### config.mk
export PLATFORM = sky130hd
export DESIGN_NAME = mem_stage_flat
export DESIGN_NICKNAME = d
export VERILOG_FILES = /design/src/rtl/mem_stage_pkg.sv /design/src/rtl/mem_stage_if.sv /design/src/rtl/mem_stage_load_align.sv /design/src/rtl/mem_stage.sv /design/src/flat_wrapper.sv
export SDC_FILE = /design/constraint.sdc
export NUM_CORES = 1
export LEC_CHECK = 0
export BUFFER_PORTS_ARGS = -buffer_cell sky130_fd_sc_hd__buf_2
export CAP_MARGIN = 20
export CORE_UTILIZATION = 32
export CTS_CLUSTER_SIZE = 12
export DETAILED_ROUTE_END_ITERATION = 6
export PLACE_DENSITY = 0.55
export SLEW_MARGIN = 20
export SYNTH_ARGS = -nofsm -noshare
export SYNTH_HDL_FRONTEND = slang
export SYNTH_SLANG_ARGS = --single-unit
### constraint.sdc
create_clock -name clk -period 4.5 [get_ports clk]
set_input_delay 0.225 -clock clk [delete_from_list [all_inputs] [get_ports clk]]
set_output_delay 0.225 -clock clk [all_outputs]
set_load 0.02 [all_outputs]
### src/rtl/mem_stage_pkg.sv
// Shared constants and decode helpers for the MEM stage.
package mem_stage_pkg;

  // Opcodes seen by the MEM stage.
  localparam logic [6:0] OPC_LOAD   = 7'b0000011;
  localparam logic [6:0] OPC_STORE  = 7'b0100011;
  localparam logic [6:0] OPC_OP     = 7'b0110011;
  localparam logic [6:0] OPC_OP_IMM = 7'b0010011;
  localparam logic [6:0] OPC_LUI    = 7'b0110111;
  localparam logic [6:0] OPC_AUIPC  = 7'b0010111;
  localparam logic [6:0] OPC_JAL    = 7'b1101111;
  localparam logic [6:0] OPC_JALR   = 7'b1100111;

  // Load/store width codes carried in funct3.
  localparam logic [2:0] F3_LB  = 3'b000;
  localparam logic [2:0] F3_LH  = 3'b001;
  localparam logic [2:0] F3_LW  = 3'b010;
  localparam logic [2:0] F3_LBU = 3'b100;
  localparam logic [2:0] F3_LHU = 3'b101;
  localparam logic [2:0] F3_SB  = 3'b000;
  localparam logic [2:0] F3_SH  = 3'b001;
  localparam logic [2:0] F3_SW  = 3'b010;

  // Access FSM: idle, or waiting for the data memory to acknowledge.
  typedef enum logic {
    ST_IDLE = 1'b0,
    ST_WAIT = 1'b1
  } state_t;

  typedef enum logic [1:0] {
    W_BYTE = 2'd0,
    W_HALF = 2'd1,
    W_WORD = 2'd2
  } width_t;

  // Access width; any funct3 that is not a defined code is treated as a word.
  function automatic width_t access_width(input logic [2:0] funct3, input logic is_load);
    width_t w;
    case (funct3)
      F3_LB:   w = W_BYTE;
      F3_LH:   w = W_HALF;
      F3_LBU:  w = is_load ? W_BYTE : W_WORD;
      F3_LHU:  w = is_load ? W_HALF : W_WORD;
      default: w = W_WORD;
    endcase
    return w;
  endfunction

  function automatic logic is_aligned(input width_t w, input logic [1:0] addr_lo);
    case (w)
      W_BYTE:  return 1'b1;
      W_HALF:  return !addr_lo[0];
      default: return addr_lo == 2'b00;
    endcase
  endfunction

  // Instruction classes that write a destination register.
  function automatic logic writes_rd(input logic [6:0] opcode);
    return opcode inside {OPC_LOAD, OPC_OP, OPC_OP_IMM, OPC_LUI,
                          OPC_AUIPC, OPC_JAL, OPC_JALR};
  endfunction

endpackage

### src/rtl/mem_stage_if.sv
// Data-memory request/ack bus between the MEM stage and data memory.
interface mem_stage_if;
  logic        req;
  logic        we;
  logic [31:0] addr;
  logic [31:0] wdata;
  logic [3:0]  be;
  logic        ack;
  logic [31:0] rdata;

  modport master (output req, we, addr, wdata, be, input ack, rdata);
  modport slave  (input req, we, addr, wdata, be, output ack, rdata);
endinterface

### src/rtl/mem_stage_load_align.sv
// Picks the addressed byte/half out of a load word and extends it.
module mem_stage_load_align
  import mem_stage_pkg::*;
(
  input  logic [31:0] i_rdata,
  input  logic [1:0]  i_addr_lo,
  input  logic [2:0]  i_funct3,
  output logic [31:0] o_data
);

  logic [7:0]  w_byte;
  logic [15:0] w_half;

  assign w_byte = i_rdata[{i_addr_lo, 3'b000} +: 8];
  assign w_half = i_addr_lo[1] ? i_rdata[31:16] : i_rdata[15:0];

  // Extend the selected lane according to the load type.
  always_comb begin
    // NOTE: o_data gets a value on every path (default arm below), so no latch is inferred.
    case (i_funct3)
      F3_LB:   o_data = {{24{w_byte[7]}}, w_byte};
      F3_LBU:  o_data = {24'h0, w_byte};
      F3_LH:   o_data = {{16{w_half[15]}}, w_half};
      F3_LHU:  o_data = {16'h0, w_half};
      default: o_data = i_rdata;
    endcase
  end

endmodule

### src/rtl/mem_stage.sv
// MEM stage: issues loads/stores on the dmem bus, stalls while an access is
// outstanding, and registers the MEM/WB payload.
module mem_stage
  import mem_stage_pkg::*;
#(
  parameter int unsigned MAX_WAIT = 255
) (
  input  logic              clk,
  input  logic              rst,
  input  logic              ex_valid_i,
  input  logic [31:0]       alu_out_i,
  input  logic [31:0]       store_data_i,
  input  logic [6:0]        opcode_i,
  input  logic [2:0]        funct3_i,
  input  logic [4:0]        rd_i,
  output logic              stall_o,
  mem_stage_if.master       dmem,
  output logic              wb_valid_o,
  output logic              wb_we_o,
  output logic [4:0]        wb_rd_o,
  output logic [31:0]       wb_data_o,
  output logic              misalign_o,
  output logic              bus_err_o
);

  localparam logic [7:0] MAX_CNT = 8'(MAX_WAIT);

  state_t      r_state;
  logic [7:0]  r_cnt;
  logic [4:0]  r_rd;
  logic [2:0]  r_funct3;
  logic [1:0]  r_addr_lo;
  logic        r_is_load;
  logic [31:0] r_alu;

  logic        w_is_load;
  logic        w_is_store;
  logic        w_mem_op;
  width_t      w_width;
  logic        w_aligned;
  logic        w_start;
  logic        w_misalign;
  logic [3:0]  w_be;
  logic [31:0] w_wdata;
  logic [31:0] w_load_data;

  assign w_is_load  = ex_valid_i && (opcode_i == OPC_LOAD);
  assign w_is_store = ex_valid_i && (opcode_i == OPC_STORE);
  assign w_mem_op   = w_is_load || w_is_store;
  assign w_width    = access_width(funct3_i, w_is_load);
  assign w_aligned  = is_aligned(w_width, alu_out_i[1:0]);
  assign w_start    = w_mem_op && w_aligned;
  assign w_misalign = w_mem_op && !w_aligned;

  // Hold upstream while a request is being launched or is still waiting.
  assign stall_o = !rst &&
                   (((r_state == ST_IDLE) && w_start) ||
                    ((r_state == ST_WAIT) && !dmem.ack && (r_cnt < MAX_CNT)));

  // Store byte enables and lane-replicated write data; loads drive no enables.
  always_comb begin
    w_be    = 4'b0000;
    w_wdata = store_data_i;
    if (w_is_store) begin
      case (w_width)
        W_BYTE: begin
          w_be    = 4'b0001 << alu_out_i[1:0];
          w_wdata = {4{store_data_i[7:0]}};
        end
        W_HALF: begin
          w_be    = 4'b0011 << {alu_out_i[1], 1'b0};
          w_wdata = {2{store_data_i[15:0]}};
        end
        default: w_be = 4'b1111;
      endcase
    end
  end

  mem_stage_load_align u_load_align (
    .i_rdata   (dmem.rdata),
    .i_addr_lo (r_addr_lo),
    .i_funct3  (r_funct3),
    .o_data    (w_load_data)
  );

  // Access FSM, wait counter, dmem request registers and MEM/WB payload.
  always_ff @(posedge clk) begin
    // NOTE: non-blocking assignments, so every register here updates from pre-edge values.
    if (rst) begin
      r_state    <= ST_IDLE;
      r_cnt      <= 8'd0;
      r_rd       <= 5'd0;
      r_funct3   <= 3'd0;
      r_addr_lo  <= 2'd0;
      r_is_load  <= 1'b0;
      r_alu      <= 32'd0;
      dmem.req   <= 1'b0;
      dmem.we    <= 1'b0;
      dmem.addr  <= 32'd0;
      dmem.wdata <= 32'd0;
      dmem.be    <= 4'd0;
      wb_valid_o <= 1'b0;
      wb_we_o    <= 1'b0;
      wb_rd_o    <= 5'd0;
      wb_data_o  <= 32'd0;
      misalign_o <= 1'b0;
      bus_err_o  <= 1'b0;
    end else begin
      // Pulses and the WB slot default to idle; a stall cycle sends a bubble.
      misalign_o <= 1'b0;
      bus_err_o  <= 1'b0;
      wb_valid_o <= 1'b0;
      wb_we_o    <= 1'b0;
      case (r_state)
        ST_IDLE: begin
          if (w_start) begin
            r_state    <= ST_WAIT;
            r_cnt      <= 8'd0;
            r_rd       <= rd_i;
            r_funct3   <= funct3_i;
            r_addr_lo  <= alu_out_i[1:0];
            r_is_load  <= w_is_load;
            r_alu      <= alu_out_i;
            dmem.req   <= 1'b1;
            dmem.we    <= w_is_store;
            dmem.addr  <= {alu_out_i[31:2], 2'b00};
            dmem.wdata <= w_wdata;
            dmem.be    <= w_be;
          end else begin
            // Non-mem instruction, bubble, or a dropped misaligned access.
            wb_valid_o <= ex_valid_i;
            wb_rd_o    <= rd_i;
            wb_data_o  <= alu_out_i;
            wb_we_o    <= ex_valid_i && !w_misalign && writes_rd(opcode_i) && (rd_i != 5'd0);
            misalign_o <= w_misalign;
          end
        end
        ST_WAIT: begin
          if (dmem.ack) begin
            r_state    <= ST_IDLE;
            r_cnt      <= 8'd0;
            dmem.req   <= 1'b0;
            wb_valid_o <= 1'b1;
            wb_rd_o    <= r_rd;
            wb_data_o  <= r_is_load ? w_load_data : r_alu;
            wb_we_o    <= r_is_load && (r_rd != 5'd0);
          end else if (r_cnt == MAX_CNT) begin
            r_state    <= ST_IDLE;
            r_cnt      <= 8'd0;
            dmem.req   <= 1'b0;
            wb_valid_o <= 1'b1;
            wb_rd_o    <= r_rd;
            wb_data_o  <= 32'd0;
            bus_err_o  <= 1'b1;
          end else begin
            r_cnt <= r_cnt + 8'd1;
          end
        end
        default: r_state <= ST_IDLE;
      endcase
    end
  end

endmodule

### src/flat_wrapper.sv
// flat-port wrapper written by rule: the top's interface ports become plain ports
module mem_stage_flat import mem_stage_pkg::*;
#(
  parameter int unsigned MAX_WAIT = 255
)
  (clk, rst, ex_valid_i, alu_out_i, store_data_i, opcode_i, funct3_i, rd_i, stall_o, wb_valid_o, wb_we_o, wb_rd_o, wb_data_o, misalign_o, bus_err_o, dmem_req, dmem_we, dmem_addr, dmem_wdata, dmem_be, dmem_ack, dmem_rdata);
  mem_stage_if dmem_i ();
  input  logic clk;
  input  logic rst;
  input  logic ex_valid_i;
  input  logic [31:0] alu_out_i;
  input  logic [31:0] store_data_i;
  input  logic [6:0] opcode_i;
  input  logic [2:0] funct3_i;
  input  logic [4:0] rd_i;
  output logic stall_o;
  output logic wb_valid_o;
  output logic wb_we_o;
  output logic [4:0] wb_rd_o;
  output logic [31:0] wb_data_o;
  output logic misalign_o;
  output logic bus_err_o;
  output wire logic [$bits(dmem_i.req)-1:0] dmem_req;
  output wire logic [$bits(dmem_i.we)-1:0] dmem_we;
  output wire logic [$bits(dmem_i.addr)-1:0] dmem_addr;
  output wire logic [$bits(dmem_i.wdata)-1:0] dmem_wdata;
  output wire logic [$bits(dmem_i.be)-1:0] dmem_be;
  input wire logic [$bits(dmem_i.ack)-1:0] dmem_ack;
  input wire logic [$bits(dmem_i.rdata)-1:0] dmem_rdata;
  assign dmem_req = dmem_i.req;
  assign dmem_we = dmem_i.we;
  assign dmem_addr = dmem_i.addr;
  assign dmem_wdata = dmem_i.wdata;
  assign dmem_be = dmem_i.be;
  assign dmem_i.ack = dmem_ack;
  assign dmem_i.rdata = dmem_rdata;
  mem_stage #(.MAX_WAIT(MAX_WAIT)) u_core (.clk(clk), .rst(rst), .ex_valid_i(ex_valid_i), .alu_out_i(alu_out_i), .store_data_i(store_data_i), .opcode_i(opcode_i), .funct3_i(funct3_i), .rd_i(rd_i), .stall_o(stall_o), .dmem(dmem_i), .wb_valid_o(wb_valid_o), .wb_we_o(wb_we_o), .wb_rd_o(wb_rd_o), .wb_data_o(wb_data_o), .misalign_o(misalign_o), .bus_err_o(bus_err_o));
endmodule
# Word-level counts from Yosys, hierarchy flattened
# Cells that the tools add are included.
# W data, S select, Z words.
[op_classes]
n_addsub = 1
order_cmp = 1
eq_ne = 19
shifts = 3
muxes = 38
bitwise_logic = 1
reduce_logical = 31
[op_table]
columns = ["cell", "n"]
rows = [
  ["$mux W32", 5],
  ["$pmux W32 S2", 2],
  ["$pmux W32 S4", 1],
  ["$shiftx A32 B6 Y8", 1],
  ["$mux W8", 3],
  ["$eq A7 B6 Y1 const B", 3],
  ["$mux W16", 1],
  ["$pmux W8 S2", 1],
  ["$mux W5", 3],
  ["$eq A7 B5 Y1 const B", 2],
  ["$eq A7 B7 Y1 const B", 2],
  ["$eq A3 B3 Y1 const B", 4],
  ["$logic_and A1 B1 Y1", 12],
  ["$mux W1", 11],
  ["$pmux W1 S2", 5],
  ["$pmux W5 S2", 1],
  ["$reduce_bool A5 Y1", 2],
  ["$add A8 B1 Y8 const B", 1],
  ["$eq A8 B8 Y1 const B", 1],
  ["$lt A8 B8 Y1 const B", 1],
  ["$pmux W2 S4", 1],
  ["$pmux W4 S2", 1],
  ["$eq A7 B2 Y1 const B", 1],
  ["$reduce_bool A7 Y1", 1],
  ["16 further kinds", 28],
]
[word_totals]
ff_bits = 161
inputBits = 115
out_inout_bits = 112
elab_cells = 112

# Logic depth before layout (Yosys ltp)
[depth]
word_depth = 14
mapped_depth = 8
ltp_nobuf = 6

# Modules after synthesis
# From an unflattened synthesis, not the netlist that was laid out.
[unflattened]
hier_cells = 886
hier_area_um2 = 7388.3
[modules_own_cells]
columns = ["module", "instances", "cells_per_inst", "area_each_um2"]
rows = [
  ["mem_stage", 1, 775, 6667.6],
  ["mem_stage_load_align", 1, 111, 720.7],
]

# Worst setup path after synthesis
# OpenSTA, ideal clock, no wires.
[synth_timing]
path_kind = "register -> register"
startpoint = "reg, netlist name u_core.r_alu[1]"
endpoint = "reg u_core.wb_data_o[21]"
setup_ns = 0.134
t_arrival_ns = 1.732
required_time_ns = 4.366
setup_slack_ns = 2.634
path_stages_with_launch = 6
n_path_buf = 1
path_cell_list = "dfxtp_1 > mux4_2 > or2_2 > a21oi_2 > buf_4 > a211oi_1"
[synth_rtl]
columns = ["item", "line_no", "source"]
rows = [
  ["to (signal assigned)", "mem_stage.sv:133", "wb_data_o <= alu_out_i;"],
  ["to (signal assigned)", "mem_stage.sv:145", "wb_data_o <= r_is_load ? w_load_data : r_alu;"],
  ["to (decl)", "mem_stage.sv:21", "output logic [31:0] wb_data_o,"],
]

# Worst setup path in the final report
[layout_timing]
startpoint = "reg u_core.r_cnt[0]"
endpoint = "reg u_core.wb_data_o[28]"
[layout_between]
elab_chain_len = 3
[layout_rtl]
columns = ["item", "line_no", "source"]
rows = [
  ["from (decl)", "mem_stage.sv:29", "logic [7:0] r_cnt;"],
  ["from (signal assigned)", "mem_stage.sv:156", "r_cnt <= r_cnt + 8'd1;"],
  ["$eq A8 B8 Y1", "mem_stage.sv:147", "end else if (r_cnt == MAX_CNT) begin"],
  ["$ne A3 B3 Y1 (no line)", "n/a", ""],
  ["$reduce_and A2 Y1 (no line)", "n/a", ""],
]
# No other way between the ends.
# A chain may end at the register's enable or synchronous reset.

==> run metrics <==
Cells after Synth=769; Post-CTS Setup Inserts=0; Die H=141 um; Worst Path Max Fanout=16; Placer Congestion=0.802; Detailed Routing Iterations Pass 1=6; crit-path cells=ha_1 -> nand3_1 -> o21ai_0 -> nand2_1 -> a21oi_2 -> a211oi_1; I/O pin count=227; Fmax=355 MHz; Crit path max-delay family=compound AO/OA/AOI/OAI gates; Worst Path Required=4.75 ns; Tot Pwr=2.86 mW; mux contribution to synthesized area=0.0344; Adder-Cell Fraction of Synth Area=0.00202; Avg Vias per Cell=5.24; # nets final=1069; area of the core=18800 sq um; clock-pin transition on the worst setup and hold timing paths=0.06 ns; period utilisation layout=0.625; Clock Latency Late Sink=0.42 ns; xor and xnor area share after synthesis=0; pre-CTS setup slack=1.77 ns; final setup violation count=0; Synth Area in Compound Gates=0.248; Top FF cell, synth=dfxtp_1; routed len/inst=18.1 um; FP Rows=50; Setup WS post-layout=1.69 ns; Setup CP Type=reg -> reg; synthesized area=6190 sq um; H-tree levels=4; startpoint types=flop; Critical Path AT=3.07 ns; drt total wl=22100 um; CTS tree=yes; Post-DP HPWL=15400 um; Area Overhead vs Synth=30.0%; Seq cells post-synth=129; Layout Skew=0.00827 ns; Final Slew Violations=0; number of enable flip-flop cells after synthesis=0; DRT iter0 DRCs=477; pin count of the biggest net entering global routing=84; PwrDens=356 nW/um^2; Seq/Total Area, Yosys=0.417; worst rel slew slack=0.367; post-route minimum period=2.81 ns; die area=19900 sq um; Placed Area=7420 sq um; critical path endpoint category=flop; slowest stage cell, crit path=a21oi_2; unrepaired setup endpoints after global routing=false; leak pwr=3.32 nW; max_cap viols=0; hold buffer count at cts=0; fraction of layout cells with a size suffix above 1=0.293; Post-Syn Area per Cell=8.05 sq um; top cell types by occurrence after synthesis=nand2_1 (151), dfxtp_1 (129), nor2_1 (78), a21oi_1 (72), a211oi_1 (47); max incr delay on CP=0.74 ns; vias=6419; Buf/Inv on CP=0; clock sink count=129; GRT Total Usage=0.220; most common cell in the netlist=nand2_1; Root Buffer=clkbuf_16; CTS max path bufs=2; Yosys top cell by area=dfxtp_1; first-pass GRT wire length=33700 um; Yosys cell types=58; grt total ovfl=0; post-synthesis async set-or-reset flop share=0; vias in the first global route=5965; cts repair resizes=0; # port buffers=224; synth warn=0; Hold Path Class=in -> reg; CTS buffer count=17; initial antenna violation count=1; DR DRC count=0; antenna-violating nets left=0; Synth Area in Simple Gates=0.249; setup TNS=0 ns; final hold vios=0; outcome=finished clean; VDD IR max=0.000267 V; largest family of logic cells by synthesized area=simple AND/OR/NAND/NOR gates; Yosys top cell area share=0.417; ranking of synthesized cells by area=dfxtp_1 (42%), nand2_1 (9.2%), a21oi_1 (5.8%); design area=8050 sq um; Die W=141 um; initial core utilization=0.329; worst slew pin tran=0.949 ns
[metal layers]
layer,part of all wire,vias to the layer above,global-route usage
li1,-,3171,-
met1,0.45,2974,0.291
met2,0.46,247,0.342
met3,0.072,27,0.0594
met4,0.018,0,0.0835
met5,0,-,0
[cell usage in the layout, fill, tap and decap left out, types with 6 or more instances in the layout]
| master | instances |
|---|---|
| nand2_1 | 151 |
| a21oi_1 | 72 |
| a221oi_1 | 6 |
| nand2b_1 | 13 |
| nor3_1 | 23 |
| mux2i_1 | 19 |
| dfxtp_1 | 129 |
| or4bb_1 | 7 |
| o21ai_0 | 26 |
| or3b_2 | 8 |
| nand4_1 | 7 |
| a41oi_1 | 8 |
| buf_4 | 7 |
| buf_2 | 223 |
| nor2_1 | 76 |
| a311oi_1 | 14 |
| nor2b_1 | 12 |
| a222oi_1 | 20 |
| clkbuf_16 | 17 |
| a211oi_1 | 47 |
[final timing paths]
check                                     startpoint                    to  slack, ns  cells past startpoint
worst min-delay path                   alu_out_i[18]      u_core.r_alu[18]       0.06                      3
worst max register to register       u_core.r_cnt[0]  u_core.wb_data_o[28]       1.69                      6
worst max-delay path                 u_core.r_cnt[0]  u_core.wb_data_o[28]       1.69                      6
worst min register to register  u_core.dmem.wdata[2]  u_core.dmem.wdata[2]       0.46                      2
[power breakdown]
group	internal [mW]	switching (mW)
clock	0.942	0.521
combinational	0.0855	0.139
sequential	1.16	0.0123
total	2.19	0.672
[metrics by stage]
step | cells | hold WS, ns | util
after floorplan | 770 | 0.361 | -
after global placement | 1194 | 0.436 | 0.394
after global routing | 1226 | 0.0495 | 0.428
final | 1226 | 0.0558 | 0.428
after CTS | 1225 | 0.0397 | 0.427
after detailed placement | 1194 | 0.446 | 0.394
[worst min-delay path, cell delays in order]
cell,delay [ns]
buf_2,0.11
nand2_1,0.05
a21oi_1,0.05
[sequential cells by signal, summed over array words and instances (netlist names)]
| name | flops |
|---|---|
| u_core.bus_err_o | 1 |
| u_core.wb_rd_o | 5 |
| u_core.wb_data_o | 32 |
| u_core.dmem.wdata | 32 |
| u_core.r_funct3 | 3 |
| u_core.wb_we_o | 1 |
| u_core.r_cnt | 8 |
| u_core.dmem.req | 1 |
| u_core.r_alu | 31 |
| u_core.r_rd | 5 |
| u_core.dmem.we | 1 |
| u_core.r_state | 1 |
| u_core.wb_valid_o | 1 |
| u_core.dmem.addr | 1 |
| u_core.dmem.be | 4 |
| u_core.misalign_o | 1 |
| u_core.r_is_load | 1 |
[area by class of cell]
class,count,area (sq um)
repair buffers,230,1170
clock buffers,23,498
diodes,1,2.50
inverters,6,22.5
well taps,260,325
clock inverters,8,126
flip-flops and latches,129,2580
fillers,1926,10800
multi-input cells,569,3330
[kinds of logic after synthesis]
| logic type | Yosys count |
|---|---|
| other | 1 |
| adders and majority gates | 1 |
| DFF | 129 |
| and+or+nand+nor | 326 |
| muxes | 20 |
| buffers and inverters | 72 |
| AOI/OAI and AO/OA | 220 |
(Power assumes the default switching activity.)
